**src/rtl/cmd_proc.sv**
```systemverilog
// Command dispatcher: consumes UART command words, launches cal/heading/move, returns a status byte.
// Optional watchdog on the operation wait states is enabled by defining CMD_TIMEOUT_EN.
module cmd_proc #(
  parameter int TIMEOUT_CYCLES = 1_000_000
) (
  input  logic        clk,
  input  logic        rst_n,
  input  logic [15:0] cmd,
  input  logic        cmd_rdy,
  output logic        clr_cmd_rdy,
  output logic [7:0]  resp,
  output logic        send_resp,
  input  logic        resp_sent,
  output logic        strt_cal,
  input  logic        cal_done,
  output logic        strt_hdng,
  output logic [11:0] dsrd_hdng,
  input  logic        hdng_done,
  output logic        strt_mv,
  output logic [7:0]  mv_frwrd,
  input  logic        mv_done,
  output logic        busy
);

  localparam logic [2:0] IDLE      = 3'd0;
  localparam logic [2:0] DECODE    = 3'd1;
  localparam logic [2:0] WAIT_CAL  = 3'd2;
  localparam logic [2:0] WAIT_HDNG = 3'd3;
  localparam logic [2:0] WAIT_MV   = 3'd4;
  localparam logic [2:0] RESP      = 3'd5;
  localparam logic [2:0] RESP_WAIT = 3'd6;

  localparam logic [3:0] OP_CAL  = 4'h0;
  localparam logic [3:0] OP_HDNG = 4'h2;
  localparam logic [3:0] OP_MV   = 4'h4;

  localparam logic [7:0] ST_ACK = 8'hA5;
  localparam logic [7:0] ST_NAK = 8'hEE;
  localparam logic [7:0] ST_TO  = 8'hE0;

  logic [2:0]  state, nxt_state;
  logic [15:0] cmd_q;
  logic        run;
  logic        resp_ld;
  logic [7:0]  resp_nxt;
  logic        wait_st;
  logic        done_hit;
  logic        to_hit;

  assign wait_st  = (state == WAIT_CAL) || (state == WAIT_HDNG) || (state == WAIT_MV);
  assign done_hit = ((state == WAIT_CAL)  && cal_done)  ||
                    ((state == WAIT_HDNG) && hdng_done) ||
                    ((state == WAIT_MV)   && mv_done);

`ifdef CMD_TIMEOUT_EN
  localparam int CW = (TIMEOUT_CYCLES > 1) ? $clog2(TIMEOUT_CYCLES) : 1;
  localparam logic [CW-1:0] TO_LAST = CW'(TIMEOUT_CYCLES - 1);
  logic [CW-1:0] to_cnt;

  // Held at zero outside the wait states, so every WAIT_x starts counting from 0.
  always_ff @(posedge clk or negedge rst_n) begin
    if (!rst_n)
      to_cnt <= '0;
    else if (!wait_st)
      to_cnt <= '0;
    else
      to_cnt <= to_cnt + 1'b1;
  end

  assign to_hit = wait_st && (to_cnt == TO_LAST);
`else
  assign to_hit = 1'b0;
`endif

  always_comb begin
    nxt_state   = state;
    resp_ld     = 1'b0;
    resp_nxt    = resp;
    clr_cmd_rdy = 1'b0;
    strt_cal    = 1'b0;
    strt_hdng   = 1'b0;
    strt_mv     = 1'b0;
    case (state)
      IDLE: begin
        // run keeps the receiver untouched for the first cycle after reset release
        if (cmd_rdy && run) begin
          clr_cmd_rdy = 1'b1;
          nxt_state   = DECODE;
        end
      end
      DECODE: begin
        case (cmd_q[15:12])
          OP_CAL:  begin strt_cal  = 1'b1; nxt_state = WAIT_CAL;  end
          OP_HDNG: begin strt_hdng = 1'b1; nxt_state = WAIT_HDNG; end
          OP_MV:   begin strt_mv   = 1'b1; nxt_state = WAIT_MV;   end
          default: begin
            resp_ld   = 1'b1;
            resp_nxt  = ST_NAK;
            nxt_state = RESP;
          end
        endcase
      end
      WAIT_CAL, WAIT_HDNG, WAIT_MV: begin
        // done has priority over a coincident timeout
        if (done_hit) begin
          resp_ld   = 1'b1;
          resp_nxt  = ST_ACK;
          nxt_state = RESP;
        end else if (to_hit) begin
          resp_ld   = 1'b1;
          resp_nxt  = ST_TO;
          nxt_state = RESP;
        end
      end
      RESP:      nxt_state = RESP_WAIT;
      RESP_WAIT: if (resp_sent) nxt_state = IDLE;
      default:   nxt_state = IDLE;
    endcase
  end

  assign send_resp = (state == RESP);
  assign busy      = (state != IDLE);

  always_ff @(posedge clk or negedge rst_n) begin
    if (!rst_n) begin
      state     <= IDLE;
      run       <= 1'b0;
      cmd_q     <= '0;
      resp      <= '0;
      dsrd_hdng <= '0;
      mv_frwrd  <= '0;
    end else begin
      state <= nxt_state;
      run   <= 1'b1;
      if (clr_cmd_rdy)
        cmd_q <= cmd;
      if (resp_ld)
        resp <= resp_nxt;
      if (strt_hdng)
        dsrd_hdng <= cmd_q[11:0];
      if (strt_mv)
        mv_frwrd <= cmd_q[7:0];
    end
  end

endmodule

```
**config.mk**
```make
export PLATFORM = sky130hd
export DESIGN_NAME = cmd_proc
export DESIGN_NICKNAME = d
export VERILOG_FILES = /design/src/rtl/cmd_proc.sv
export SDC_FILE = /design/constraint.sdc
export NUM_CORES = 1
export LEC_CHECK = 0
export BUFFER_PORTS_ARGS = -buffer_cell sky130_fd_sc_hd__buf_2
export CORE_MARGIN = 1
export CORE_UTILIZATION = 50
export DETAILED_ROUTE_END_ITERATION = 10
export PLACE_DENSITY = 0.83
export SYNTH_ARGS = -nofsm -noshare
export SYNTH_HDL_FRONTEND = slang
export SYNTH_SLANG_ARGS = --single-unit
```
**constraint.sdc**
```tcl
create_clock -name clk -period 2 [get_ports clk]
set_clock_uncertainty 0.15 [all_clocks]
set_input_delay 0.2 -clock clk [delete_from_list [all_inputs] [get_ports clk]]
set_output_delay 0.2 -clock clk [all_outputs]
set_load 0.1 [all_outputs]
```
==> flow_summary.toml, run 1 <==
[detailed_routing]
detailroute.wirelength.met2_microns = 1957
drcViolationCount = 0
dr.max_layer_used = "met4"
drt_iter0_markers = 66
detail-route-antenna-nets = 0
met1_length_microns = 1659
routed_via_density = 5.035
routed-via-count = 1299
routed_wl_microns = 3764
met3_wirelength_from_detailed_routing_microns = 118
routed_wire_length_per_instance_microns = 14.59
firstDrtPassIters = 4

[yosys]
yosysSeqAreaShare = 0.5662
synth_warnings = 0
mapped_nets = 156
synthTopCellsByCount = "43 x sky130_fd_sc_hd__dfrtp_1, 26 x sky130_fd_sc_hd__mux2_2, 9 x sky130_fd_sc_hd__mux2_4, 6 x sky130_fd_sc_hd__nand2_1, 6 x sky130_fd_sc_hd__o21ai_0"
synth_enable_flop_cells = 0
post_synthesis_async_set_or_reset_flop_share = 1.000
syn_avg_cell_area_sq_um = 14.29
netlist_instances = 133
ys_dominant_reg_cell = "sky130_fd_sc_hd__dfrtp_1"
synth_cell_types = 34
synth_most_common_cell = "sky130_fd_sc_hd__dfrtp_1"
syn_area_sq_um = 1901
yosys-top-cells-area = "sky130_fd_sc_hd__dfrtp_1 57%, sky130_fd_sc_hd__mux2_2 15%, sky130_fd_sc_hd__mux2_4 7.1%"
post-synth-top-area-fraction = 0.5662
synth-seq-cells = 43
synth_top_cell_by_area = "sky130_fd_sc_hd__dfrtp_1"

[worst_setup_path]
highest_net_fanout_along_the_worst_path = 13
worst-setup-path-type = "reg2out"
cp.buffers_inverters = 3
critical_path.startpoint_type = "flop"
worst_ep_arrival_time_ns = 1.59
critical_path.top_delay_family = "flip-flops"
crit_required_ns = 1.65
setup.worst_path.start = "state[1]"
worst_path_largest_cell_delay_ns = 0.47
slowest_stage = "sky130_fd_sc_hd__dfrtp_2"
startpoint_of_the_worst_register_to_register_path = "state[1]"
reg2regPathDepth = 4
worstSetupEndpointType = "output port"
rrSetupSlack_ns = 0.15
cp_cell_sequence = "nor3b_4 > nand3_2 > buf_6 > clkinvlp_4 > buf_12"
critical_path.reg2reg.endpoint = "cmd_q[3]"

[die]
core_sq_um = 3661
initial_core_util = 0.5191
die_w_microns = 63.66
ports_placed_on_the_boundary = 57
die_area_sq_um = 4052
die_height_microns = 63.66
rows = 22

[finish]
area_growth_syn_to_layout_pct = 33.44
layout-drive-gt1-share = 0.5524
instances_no_fill = 258
fin_nets = 232
antenna_cells_inserted = 0

[clock_network]
sinks_on_the_clock_net = 43
clock_insertion_delay_at_the_later_pin_of_the_skew_report_ns = 0.29
clock_tree.root_cell = "sky130_fd_sc_hd__clkbuf_8"
cts-buffers-inserted = 5
clk_pin_slew_ns = 0.08
cts_max_path_buffers = 2
cts_tree = "yes"
htreeDepth = 2

[timing]
rsz0062_at_grt = "yes"
timing.slew.headroom = 0.4019
layout_min_cycle_time_ns = 1.942
worstMarginPinSlew_ns = 0.8972
totalNegativeSetupSlack_ns = 0
max_clock_freq_mhz = 514.8
fin_crit_sh = 0.9712
report.final.slew_viol_count = 0
finalSetupViolations = 0
hold_violations = 0

[grt]
grtUsageTotal = 0.2077
grt_overflow_total = 0
grt_max_degree = 44
grt_pass1_vias = 1283
wire_length_of_the_first_global_routing_pass_microns = 6244
antenna_found_initial = 0

[run_status]
status = "completed"

[placed_design]
routabilityCongestion = 0.8365
dp.cells = 229
post-dp-hpwl_microns = 2573
numPortBuffers = 55

[hold_path]
worstHoldStart = "cmd[1]"
hold_path_end = "cmd_q[1]"
min_path_type = "in2reg"
holdPathStages = 2

[job]
cap_violations = 0
per-stage QoR:
step,utilization,area [sq um],hold WS [ns],setup WS (ns)
after global placement,0.6124,2242,0.2098,0.1259
after detailed placement,0.6124,2242,0.2472,0.06159
after CTS,0.6869,2515,0.002773,0.01556
after global routing,0.6928,2536,0.008459,-0.01053
final,0.6928,2536,0.01074,0.05756
after floorplan,-,1907,-0.2456,-0.03599
what timing repair did:
action	4_1_cts	5_1_grt
setup endpoints to repair	3	3
buffers inserted	4	1
gates resized for setup	1	3
endpoints found under the hold margin	58	0
pin swaps	3	1
hold buffers	16	0
routing by layer:
| layer | up-vias | global-route usage |
|---|---|---|
| li1 | 611 | - |
| met1 | 651 | 0.2710 |
| met2 | 33 | 0.3311 |
| met3 | 4 | 0.06522 |
| met4 | 0 | 0.05966 |
| met5 | - | 0 |
state kept, by name, indices dropped and copies added, names as in the netlist:
signal,cells
cmd_q,16
run,1
resp,3
dsrd_hdng,12
state,3
mv_frwrd,8
placed cells by master, fill, tap and decap left out, drive strengths merged:
| master | instances |
|---|---|
| nor3 | 2 |
| nor2 | 2 |
| and3 | 1 |
| dfrtp | 43 |
| mux2i | 2 |
| a21boi | 1 |
| o22ai | 1 |
| a211o | 1 |
| buf | 63 |
| o32ai | 1 |
| or3b | 2 |
| or2b | 1 |
| clkbuf | 7 |
| o31a | 1 |
| conb | 2 |
| o221ai | 1 |
| o32a | 1 |
| mux2 | 36 |
| a21oi | 1 |
| clkinv | 1 |
| nand2 | 6 |
| clkinvlp | 1 |
| o211ai | 1 |
| dlygate4sd3 | 16 |
| o21ai | 6 |
| o21a | 1 |
| or3 | 1 |
| inv | 4 |
| nand3 | 2 |
| nor3b | 1 |
| a32o | 1 |
worst max-delay path by stage:
stage           endpoint  slack (ns)  cells past startpoint
6_report       strt_hdng        0.06                      5
5_1_grt        strt_hdng       -0.01                      5
4_1_cts        strt_hdng        0.02                      5
3_5_place_dp    cmd_q[1]        0.06                      3
3_3_place_gp    cmd_q[1]        0.13                      3
2_1_floorplan  cmd_q[10]       -0.04                      5
cell families (layout without fill, tap and decap cells):
group	after synthesis	after routing	share of synthesized area
flops	43	43	0.5662
compound gates	17	17	0.06255
simple gates	18	18	0.07242
other cells	2	2	0.003951
mux	38	38	0.2416
buf+inv	15	92	0.05333
final cells by class:
cell class / count / area, sq um
flip-flops and latches: 43 / 1077
clock buffers: 7 / 76.32
inverters: 5 / 22.52
well taps: 48 / 60.06
fillers: 267 / 1125
clock inverters: 1 / 5.005
multi-input cells: 75 / 735.7
repair buffers: 79 / 559.3
Power of run 1 is left out: the tool's default activity adds up to more than one toggle a clock period on the data nets, which glitch-free logic cannot reach.
==> run 2, diff against run 1 <==
--- a/config.mk
+++ b/config.mk
@@ -7,9 +7,10 @@
 export LEC_CHECK = 0
 export BUFFER_PORTS_ARGS = -buffer_cell sky130_fd_sc_hd__buf_2
 export CORE_MARGIN = 1
-export CORE_UTILIZATION = 50
+export CORE_UTILIZATION = 53
+export CTS_BUF_LIST = sky130_fd_sc_hd__clkbuf_2 sky130_fd_sc_hd__clkbuf_4 sky130_fd_sc_hd__clkbuf_8
 export DETAILED_ROUTE_END_ITERATION = 10
-export PLACE_DENSITY = 0.83
+export PLACE_DENSITY = 0.87
 export SYNTH_ARGS = -nofsm -noshare
 export SYNTH_HDL_FRONTEND = slang
 export SYNTH_SLANG_ARGS = --single-unit
==> run 2 against run 1 <==
  * The flow now finishes with violations (setup timing)
  * Die area fell by 5.5%
  * Hold slack improved by 0.055 ns
  * Final area rose by 3.2%
  * Final cell count rose by 2.7%
==> flow_summary.toml, run 2 (synthesis gave the netlist of run 1 again) <==
[run_status]
status = "complete, but fails checks"
violated_checks = "setup timing"

[timing]
layout_min_cycle_time_ns = 2.058
timing.slew.headroom = 0.5936
fin_crit_sh = 1.029
report.final.slew_viol_count = 0
fin_hold_ws_ns = 0.06618
finalSetupViolations = 2
rsz0062_at_grt = "yes"
max_clock_freq_mhz = 485.8
hold_violations = 0
finalWorstSetupSlack_ns = -0.05831
worstMarginPinSlew_ns = 0.6097

[finish]
most-common-layout-cells = "50 x sky130_fd_sc_hd__buf_2, 41 x sky130_fd_sc_hd__dfrtp_1, 26 x sky130_fd_sc_hd__mux2_2"
largest_register_ffs = 16
register_with_the_most_flip_flops = "cmd_q"
registers_with_the_most_flip_flops = "cmd_q: 16 flops, dsrd_hdng: 12 flops, mv_frwrd: 8 flops"
antenna_cells_inserted = 0
multi_input_area_sq_um = 763.2
seq_area_sq_um = 1079
layout-drive-gt1-share = 0.5799
nFillCells = 208
area_growth_syn_to_layout_pct = 37.72
fin_nets = 241
layout.cells.most_common = "sky130_fd_sc_hd__buf_2"

[worst_setup_path]
highest_net_fanout_along_the_worst_path = 4
worst_ep_arrival_time_ns = 1.71
crit_required_ns = 1.65
cp.buffers_inverters = 2
critical_path.startpoint_type = "flop"
worst-setup-path-type = "reg2out"
worstSetupEndpointType = "output port"
cp_cell_sequence = "buf_6 > or3_4 > nor2_8 > buf_12"
worst_path_largest_cell_delay_ns = 0.47
slowest_stage = "sky130_fd_sc_hd__dfrtp_2"
critical_path.top_delay_family = "simple AND/OR/NAND/NOR gates"

[detailed_routing]
routed_wire_length_per_instance_microns = 16.44
routed_via_density = 5.170
firstDrtPassIters = 4
detail-route-antenna-nets = 0
drt_iter0_markers = 51
routed_wl_microns = 4357
drcViolationCount = 0
routed-via-count = 1370

[clock_network]
clock_tree.root_cell = "sky130_fd_sc_hd__clkbuf_4"
clk_pin_slew_ns = 0.13
clock_insertion_delay_at_the_later_pin_of_the_skew_report_ns = 0.36
cts_tree = "yes"
cts-buffers-inserted = 5
sinks_on_the_clock_net = 43
cts_max_path_buffers = 2
htreeDepth = 2

[die]
die_height_microns = 61.89
rows = 21
initial_core_util = 0.5607
die_w_microns = 61.89
die_area_sq_um = 3830
ports_placed_on_the_boundary = 57
core_sq_um = 3390

[placed_design]
post-dp-hpwl_microns = 2881
routabilityCongestion = 0.8651
numPortBuffers = 55

[grt]
grtUsageTotal = 0.2540
grt_overflow_total = 0
grt_max_degree = 29
grt_pass1_vias = 1401
antenna_found_initial = 0
wire_length_of_the_first_global_routing_pass_microns = 6582

[hold_path]
min_path_type = "in2reg"

[job]
cap_violations = 0
==> run 2: worst min-delay path, cell delays in order <==
cell and delay [ns]:
sky130_fd_sc_hd__buf_2 0.11, sky130_fd_sc_hd__o21ai_0 0.07, sky130_fd_sc_hd__o211ai_1 0.09, sky130_fd_sc_hd__o21ai_0 0.08
==> run 2: routing by layer <==
layer	share of wire	up-vias	routed length [microns]	track usage
li1	-	635	-	-
met1	0.42	686	1834	0.2926
met2	0.53	40	2289	0.4470
met3	0.037	9	160	0.06625
met4	0.017	0	73	0.1111
met5	0	-	0	0
==> run 2: worst paths after layout <==
path                       startpoint            end  slack (ns)  cells past startpoint
max                          state[1]    clr_cmd_rdy       -0.06                      4
min in group asynchronous       rst_n   dsrd_hdng[5]        0.22                      2
max in group asynchronous       rst_n  dsrd_hdng[11]        0.83                      3
min reg2reg                   resp[0]        resp[0]        0.37                      1
min                         hdng_done       state[1]        0.07                      4
max reg2reg                  state[1]       cmd_q[4]           0                      5
==> run 2: cell type report <==
| type | instances | area share |
|---|---|---|
| sequential | 43 | 0.4120 |
| multi-input combinational | 75 | 0.2916 |
| timing repair buffer | 88 | 0.2438 |
| tap | 46 | 0.02199 |
| clock buffer | 5 | 0.01434 |
| inverter | 5 | 0.008604 |
| clock inverter | 3 | 0.007648 |
==> run 2: metrics by stage <==
| stage | worst slack [ns] | std cells | TNS, ns | cell area, sq um | utilization |
|---|---|---|---|---|---|
| floorplan | -0.03599 | 133 | -0.3239 | 1907 | - |
| global placement | 0.1428 | 228 | 0 | 2260 | 0.6667 |
| detailed placement | 0.04130 | 228 | 0 | 2260 | 0.6667 |
| CTS | -0.08847 | 265 | -0.6136 | 2624 | 0.7741 |
| global route | -0.09707 | 265 | -0.3946 | 2618 | 0.7722 |
| finish | -0.05831 | 265 | -0.09536 | 2618 | 0.7722 |
==> run 2: repair_timing <==
| action | CTS | global route |
|---|---|---|
| hold endpoints to repair | 44 | 0 |
| endpoints found under the setup margin | 6 | 22 |
| hold buffers | 18 | 0 |
| gates cloned | 0 | 0 |
| pin swaps | 5 | 2 |
| gates resized for setup | 9 | 3 |
| buffers inserted | 11 | 1 |
Power of run 2 is left out for the same reason.
